[config.mk]
export PLATFORM = sky130hd
export DESIGN_NAME = handshake_rx_fsm
export DESIGN_NICKNAME = d
export VERILOG_FILES = /design/src/rtl/flit_sink_checker_pkg.sv /design/src/rtl/handshake_rx_fsm.sv
export SDC_FILE = /design/constraint.sdc
export NUM_CORES = 1
export LEC_CHECK = 0
export BUFFER_PORTS_ARGS = -buffer_cell sky130_fd_sc_hd__clkbuf_2
export CAP_MARGIN = 20
export CELL_PAD_IN_SITES_DETAIL_PLACEMENT = 1
export CELL_PAD_IN_SITES_GLOBAL_PLACEMENT = 1
export CORE_MARGIN = 10
export CORE_UTILIZATION = 42
export DETAILED_ROUTE_END_ITERATION = 10
export GPL_TIMING_DRIVEN = 0
export PLACE_DENSITY_LB_ADDON = 0.1
export SLEW_MARGIN = 20
export SYNTH_ARGS = -nofsm -noshare
export SYNTH_HDL_FRONTEND = slang
export SYNTH_SLANG_ARGS = --single-unit
[constraint.sdc]
create_clock -name clk -period 1.5 [get_ports clk]
set_clock_uncertainty 0.05 [all_clocks]
set_input_delay 0.075 -clock clk [delete_from_list [all_inputs] [get_ports clk]]
set_output_delay 0.075 -clock clk [all_outputs]
set_load 0.01 [all_outputs]
[src/rtl/flit_sink_checker_pkg.sv]
// Shared NoC definitions: flit width, the four-phase handshake state encoding
// used by both source and sink FSMs, and a saturating-increment helper.
package flit_sink_checker_pkg;

    localparam int FLIT_W = 8;

    typedef enum logic [1:0] {
        IDLE     = 2'd0,
        DELAY    = 2'd1,
        ACCEPT   = 2'd2,
        WAIT_LOW = 2'd3
    } hs_state_t;

    // Increments value but sticks at the all-ones value of a bits-wide counter.
    function automatic logic [31:0] sat_inc(input logic [31:0] value, input int unsigned bits);
        logic [31:0] max_val;
        max_val = (bits >= 32) ? 32'hFFFF_FFFF : ((32'd1 << bits) - 32'd1);
        return (value >= max_val) ? max_val : value + 32'd1;
    endfunction

endpackage

[src/rtl/handshake_rx_fsm.sv]
// Four-phase return-to-zero receiver: optional ACK_DELAY wait before ack,
// one-cycle accept pulse on the edge where ack rises.
module handshake_rx_fsm
    import flit_sink_checker_pkg::*;
#(
    parameter int ACK_DELAY = 0
) (
    input  logic clk,
    input  logic reset,
    input  logic req,
    output logic ack,
    output logic accept
);

    localparam logic [7:0] DELAY_INIT = 8'(ACK_DELAY);

    hs_state_t  state, state_next;
    logic [7:0] delay_cnt, delay_cnt_next;

    always_ff @(posedge clk or negedge reset) begin
        if (!reset) begin
            state     <= IDLE;
            delay_cnt <= '0;
        end else begin
            state     <= state_next;
            delay_cnt <= delay_cnt_next;
        end
    end

    // accept marks the transition into ACCEPT so data is captured while req is known high.
    always_comb begin
        state_next     = state;
        delay_cnt_next = delay_cnt;
        accept         = 1'b0;
        unique case (state)
            IDLE: begin
                if (req) begin
                    delay_cnt_next = DELAY_INIT;
                    if (ACK_DELAY > 0) begin
                        state_next = DELAY;
                    end else begin
                        state_next = ACCEPT;
                        accept     = 1'b1;
                    end
                end
            end
            DELAY: begin
                if (!req) begin
                    state_next     = IDLE;
                    delay_cnt_next = '0;
                end else if (delay_cnt == 8'd1) begin
                    state_next     = ACCEPT;
                    delay_cnt_next = '0;
                    accept         = 1'b1;
                end else begin
                    delay_cnt_next = delay_cnt - 8'd1;
                end
            end
            ACCEPT, WAIT_LOW: begin
                state_next = req ? WAIT_LOW : IDLE;
            end
            default: state_next = IDLE;
        endcase
    end

    assign ack = (state == ACCEPT) || (state == WAIT_LOW);

endmodule

; ---- Yosys cells after proc, flatten, opt, wreduce, memory -nomap -nowiden
; Index checks and enable logic that the tools add are counted.
[word_totals]
regBits = 10
input_bits = 3
[op_classes]
addsub = 1
n_eq_ne = 6
mux = 13
n_reduce_logical = 6
[op_table]
columns = cell, count
row1 = two-way mux 8 bit, 3
row2 = case mux 8 bit (2 select lines), 1
row3 = equality test 8 x 1 -> 1 bit (second input constant), 1
row4 = two-way mux 2 bit, 4
row5 = subtractor 8 x 1 -> 8 bit (second input constant), 1
row6 = case mux 2 bit (3 select lines), 1
row7 = equality test 2 bit (second input constant), 2
row8 = AND reduction 2 bit, 2
row9 = two-way mux 1 bit, 3
row10 = != test 3 bit (second input constant), 1
row11 = equality test 2 x 1 -> 1 bit (second input constant), 1
row12 = logical NOT 2 bit, 1
row13 = != test 2 bit (second input constant), 1
row14 = case mux 1 bit (2 select lines), 1
row15 = nonzero test 2 bit, 1
row16 = OR reduction 2 bit, 1
row17 = logical OR 1 bit, 1

; ---- Logic depth before layout (Yosys ltp)
[depth]
ltp_word = 4
ltp_mapped = 5

; ---- Worst setup path after synthesis
; Ideal clock, no wire load.
[synth_timing]
path_kind = flip-flop to output port
from = register delay_cnt[3]
to = output accept
arrival_time_ps = 1249
t_required_ps = 1375
path_slack_ps = 126
path_stages_with_launch = 4
path_buffers = 0
cell_sequence = dfrtp_1 > nor4_4 > a31oi_4 > nor3b_1
[synth_between]
elab_chain_len = 4
[synth_rtl]
columns = element, line_no
row1 = "start, declared", handshake_rx_fsm.sv:18  ; logic [7:0] delay_cnt, delay_cnt_next;
row2 = "start signal, assigned", handshake_rx_fsm.sv:26  ; delay_cnt <= delay_cnt_next;
row3 = equality test 8 x 1 -> 1 bit, handshake_rx_fsm.sv:51  ; end else if (delay_cnt == 8'd1) begin
row4 = two-way mux 1 bit, handshake_rx_fsm.sv:51
row5 = two-way mux 1 bit, handshake_rx_fsm.sv:48  ; if (!req) begin
row6 = case mux 1 bit (2 select lines), handshake_rx_fsm.sv:35  ; unique case (state)
row7 = "end, declared", handshake_rx_fsm.sv:12  ; output logic accept
; Every way passes these cells.

; ---- Worst setup path after layout
[layout_timing]
from = register delay_cnt[5]
to = output accept
; The elaborated chain is that of the path after synthesis.

==> impl_metrics.yaml <==
floorplanning:
  dieArea_um2: 3140
  die_h_um: 56.04
  io_pins: 5
  initial_core_util: 0.4658
  rows: 12
  die_width_um: 56.04
  coreArea_um2: 1171
logic_synthesis:
  yosysWarnings: 0
  avgSynthCellArea_um2: 10.49
  ys_seq_elements: 10
  synthCells: 52
  ys_async_sr_fraction: 1.000
  synth_area_um2: 545.5
  synthFlopType: "dfrtp_1"
  synth_area_leaders: "dfrtp_1 46%, xor2_1 8.0%, nor2_1 6.9%, ha_1 4.6%, a31oi_4 3.9%"
  yosysSeqAreaShare: 0.4587
  yosysTopAreaCell: "dfrtp_1"
  synth_top_area_frac: 0.4587
  synth_edf_count: 0
  synthDistinctLibCells: 22
  synthTopCellsByCount: "10 x dfrtp_1, 10 x nor2_1, 5 x xor2_1, 4 x inv_1, 4 x nand3_1"
  synth_nets: 57
route:
  drtIter0Drc: 4
  wl_per_cell_um: 18.55
  ant_nets: 0
  top_layer: "met4"
  dr_wl_met3_um: 69
  vias: 440
  vias_per_cell: 5.714
  wl_met1_um: 570
  drc: 0
  wl_um: 1428
  first_pass_iters: 4
  met2WireLength_um: 762
place:
  io_buffers: 4
  dp_hpwl_um: 958.6
  gp_congestion: 0.7787
global_routing:
  grt_usage: 0.09128
  antenna_found_initial: 0
  grt_overflow: 0
  grt_pass1_wl_um: 2201
  grt_pass1_vias: 442
  grt_max_degree: 11
critical_path:
  worstPathCellList: "nor4_4 > a31oi_4 > nor3b_2 > buf_2"
  crit_arrival_ns: 1.60
  startpoint: "delay_cnt[5]"
  crit_slowest_cell: "dfrtp_1"
  cp_max_fo: 2
  rr_startpoint: "delay_cnt[5]"
  critPathCaptureType: "primary output"
  critPathRequiredTime_ns: 1.37
  start_kind: "flop"
  path_class: "flop to primary output"
  slowest_delay_ns: 0.42
cts:
  clk_latency_ns: 0.27
  numCtsBuffers: 3
  path_clk_slew_ns: 0.06
  cts_tree: "yes"
  root_buffer: "clkbuf_4"
  cts_sinks: 10
  htree_levels: 1
  clockBufferDepth: 2
hold_path:
  holdCritPathClass: "input port to flop"
  hold_start: "req"
final_layout:
  fill_cells: 131
  fin_util: 0.5598
  layout.nets: 70
  area_growth_pct: 20.18
  antenna_cells: 0
  drive_gt1_frac: 0.3016
power:
  power.density_nw_per_um2: 1633
  power_leakage_nw: 0.2884
  peakVddDrop_mv: 0.6892
  p_total_w: 0.001070
sta:
  setup_violations: 8
  tns_ns: -1.491
  worst_slack_ns: -0.2251
  whs_ns: 0.05989
  min_period_over_period: 1.150
  tightest_slew_ns: 0.4190
  min_period_ns: 1.725
  slew_headroom: 0.7201
  timing.fmax_mhz: 579.7
  drv_slew: 0
  hold_violations: 0
  grt_setup_unrepaired: "yes"
run:
  drv_cap: 0
run_status:
  violations: "setup timing"
  outcome: "complete, but fails checks"
==> cells by family after synthesis <==
family                   count (synthesis)  synth area share
flip-flops                              10            0.4587
AND/OR/NAND/NOR                         21            0.2156
XOR/XNOR                                 6           0.09633
buffers and inverters                    5           0.03439
adder cells (fa/ha/maj)                  2           0.04586
AO/OA/AOI/OAI                            8            0.1491
==> layout by cell type (no fill, tap or decap), types with 2 or more instances in the layout <==
master,n
buf_4,2
clkbuf_2,3
clkbuf_4,3
dfrtp_1,10
ha_1,2
inv_1,4
nand2_1,2
nand3_1,4
nor2_1,8
nor2_2,2
xor2_1,5
==> report_power, final <==
part / internal, W / switching (W)
sequential: 0.000346 / 0.000115
clock: 0.0000925 / 0.0000864
combinational: 0.000196 / 0.000235
total: 0.000635 / 0.000436
==> path summary, 6_finish.rpt <==
| check | end | cells past startpoint | slack (ns) |
|---|---|---|---|
| worst max-delay path | accept | 4 | -0.23 |
| worst min-delay path | state[0] | 2 | 0.06 |
| worst max register to register | delay_cnt[4] | 6 | -0.22 |
| worst min register to register | delay_cnt[7] | 2 | 0.54 |
| max in group asynchronous | delay_cnt[1] | 2 | 1.03 |
| min in group asynchronous | state[0] | 2 | 0.16 |
==> worst max-delay path: cells and delay by family (launching register included) <==
| family | cells | cell delay [ns] |
|---|---|---|
| and+or+nand+nor | 2 | 0.60 |
| DFF | 1 | 0.42 |
| buffers and inverters | 1 | 0.18 |
| AOI/OAI and AO/OA | 1 | 0.14 |
==> flip-flops by register name, indices dropped and copies added, names as in the netlist <==
| signal | cells |
|---|---|
| delay_cnt | 8 |
| state | 2 |
==> area by class of cell <==
class / count / area, um2 / share of cell area
Sequential cell: 10 / 250.2 / 0.3817
Timing Repair Buffer: 8 / 56.30 / 0.08588
Multi-Input combinational cell: 37 / 290.3 / 0.4427
Inverter: 4 / 15.01 / 0.02290
Tap cell: 14 / 17.52 / 0.02672
Buffer: 1 / 3.754 / 0.005725
Clock buffer: 3 / 22.52 / 0.03435
==> metrics by stage <==
step | std cells | instance area [um2] | setup WS (ns)
after floorplan | 52 | 545.5 | 0.1259
after global placement | 70 | 583.1 | 0.04662
after detailed placement | 70 | 583.1 | -0.06297
after CTS | 76 | 638.1 | -0.1893
after global routing | 77 | 655.6 | -0.2851
final | 77 | 655.6 | -0.2251
==> routing by layer <==
layer  track usage  vias up
li1              -      197
met1       0.08861      232
met2        0.1496        7
met3       0.05011        4
met4       0.05119        0
met5             0        -
==> what timing repair did <==
| action | in CTS | in global routing |
|---|---|---|
| buffers inserted | 2 | 2 |
| hold buffers | 1 | 0 |
| resized for setup | 2 | 4 |
| endpoints found under the hold margin | 10 | 0 |
| pin swaps | 3 | 10 |
| endpoints found under the setup margin | 4 | 7 |
(Power assumes the default switching activity.)
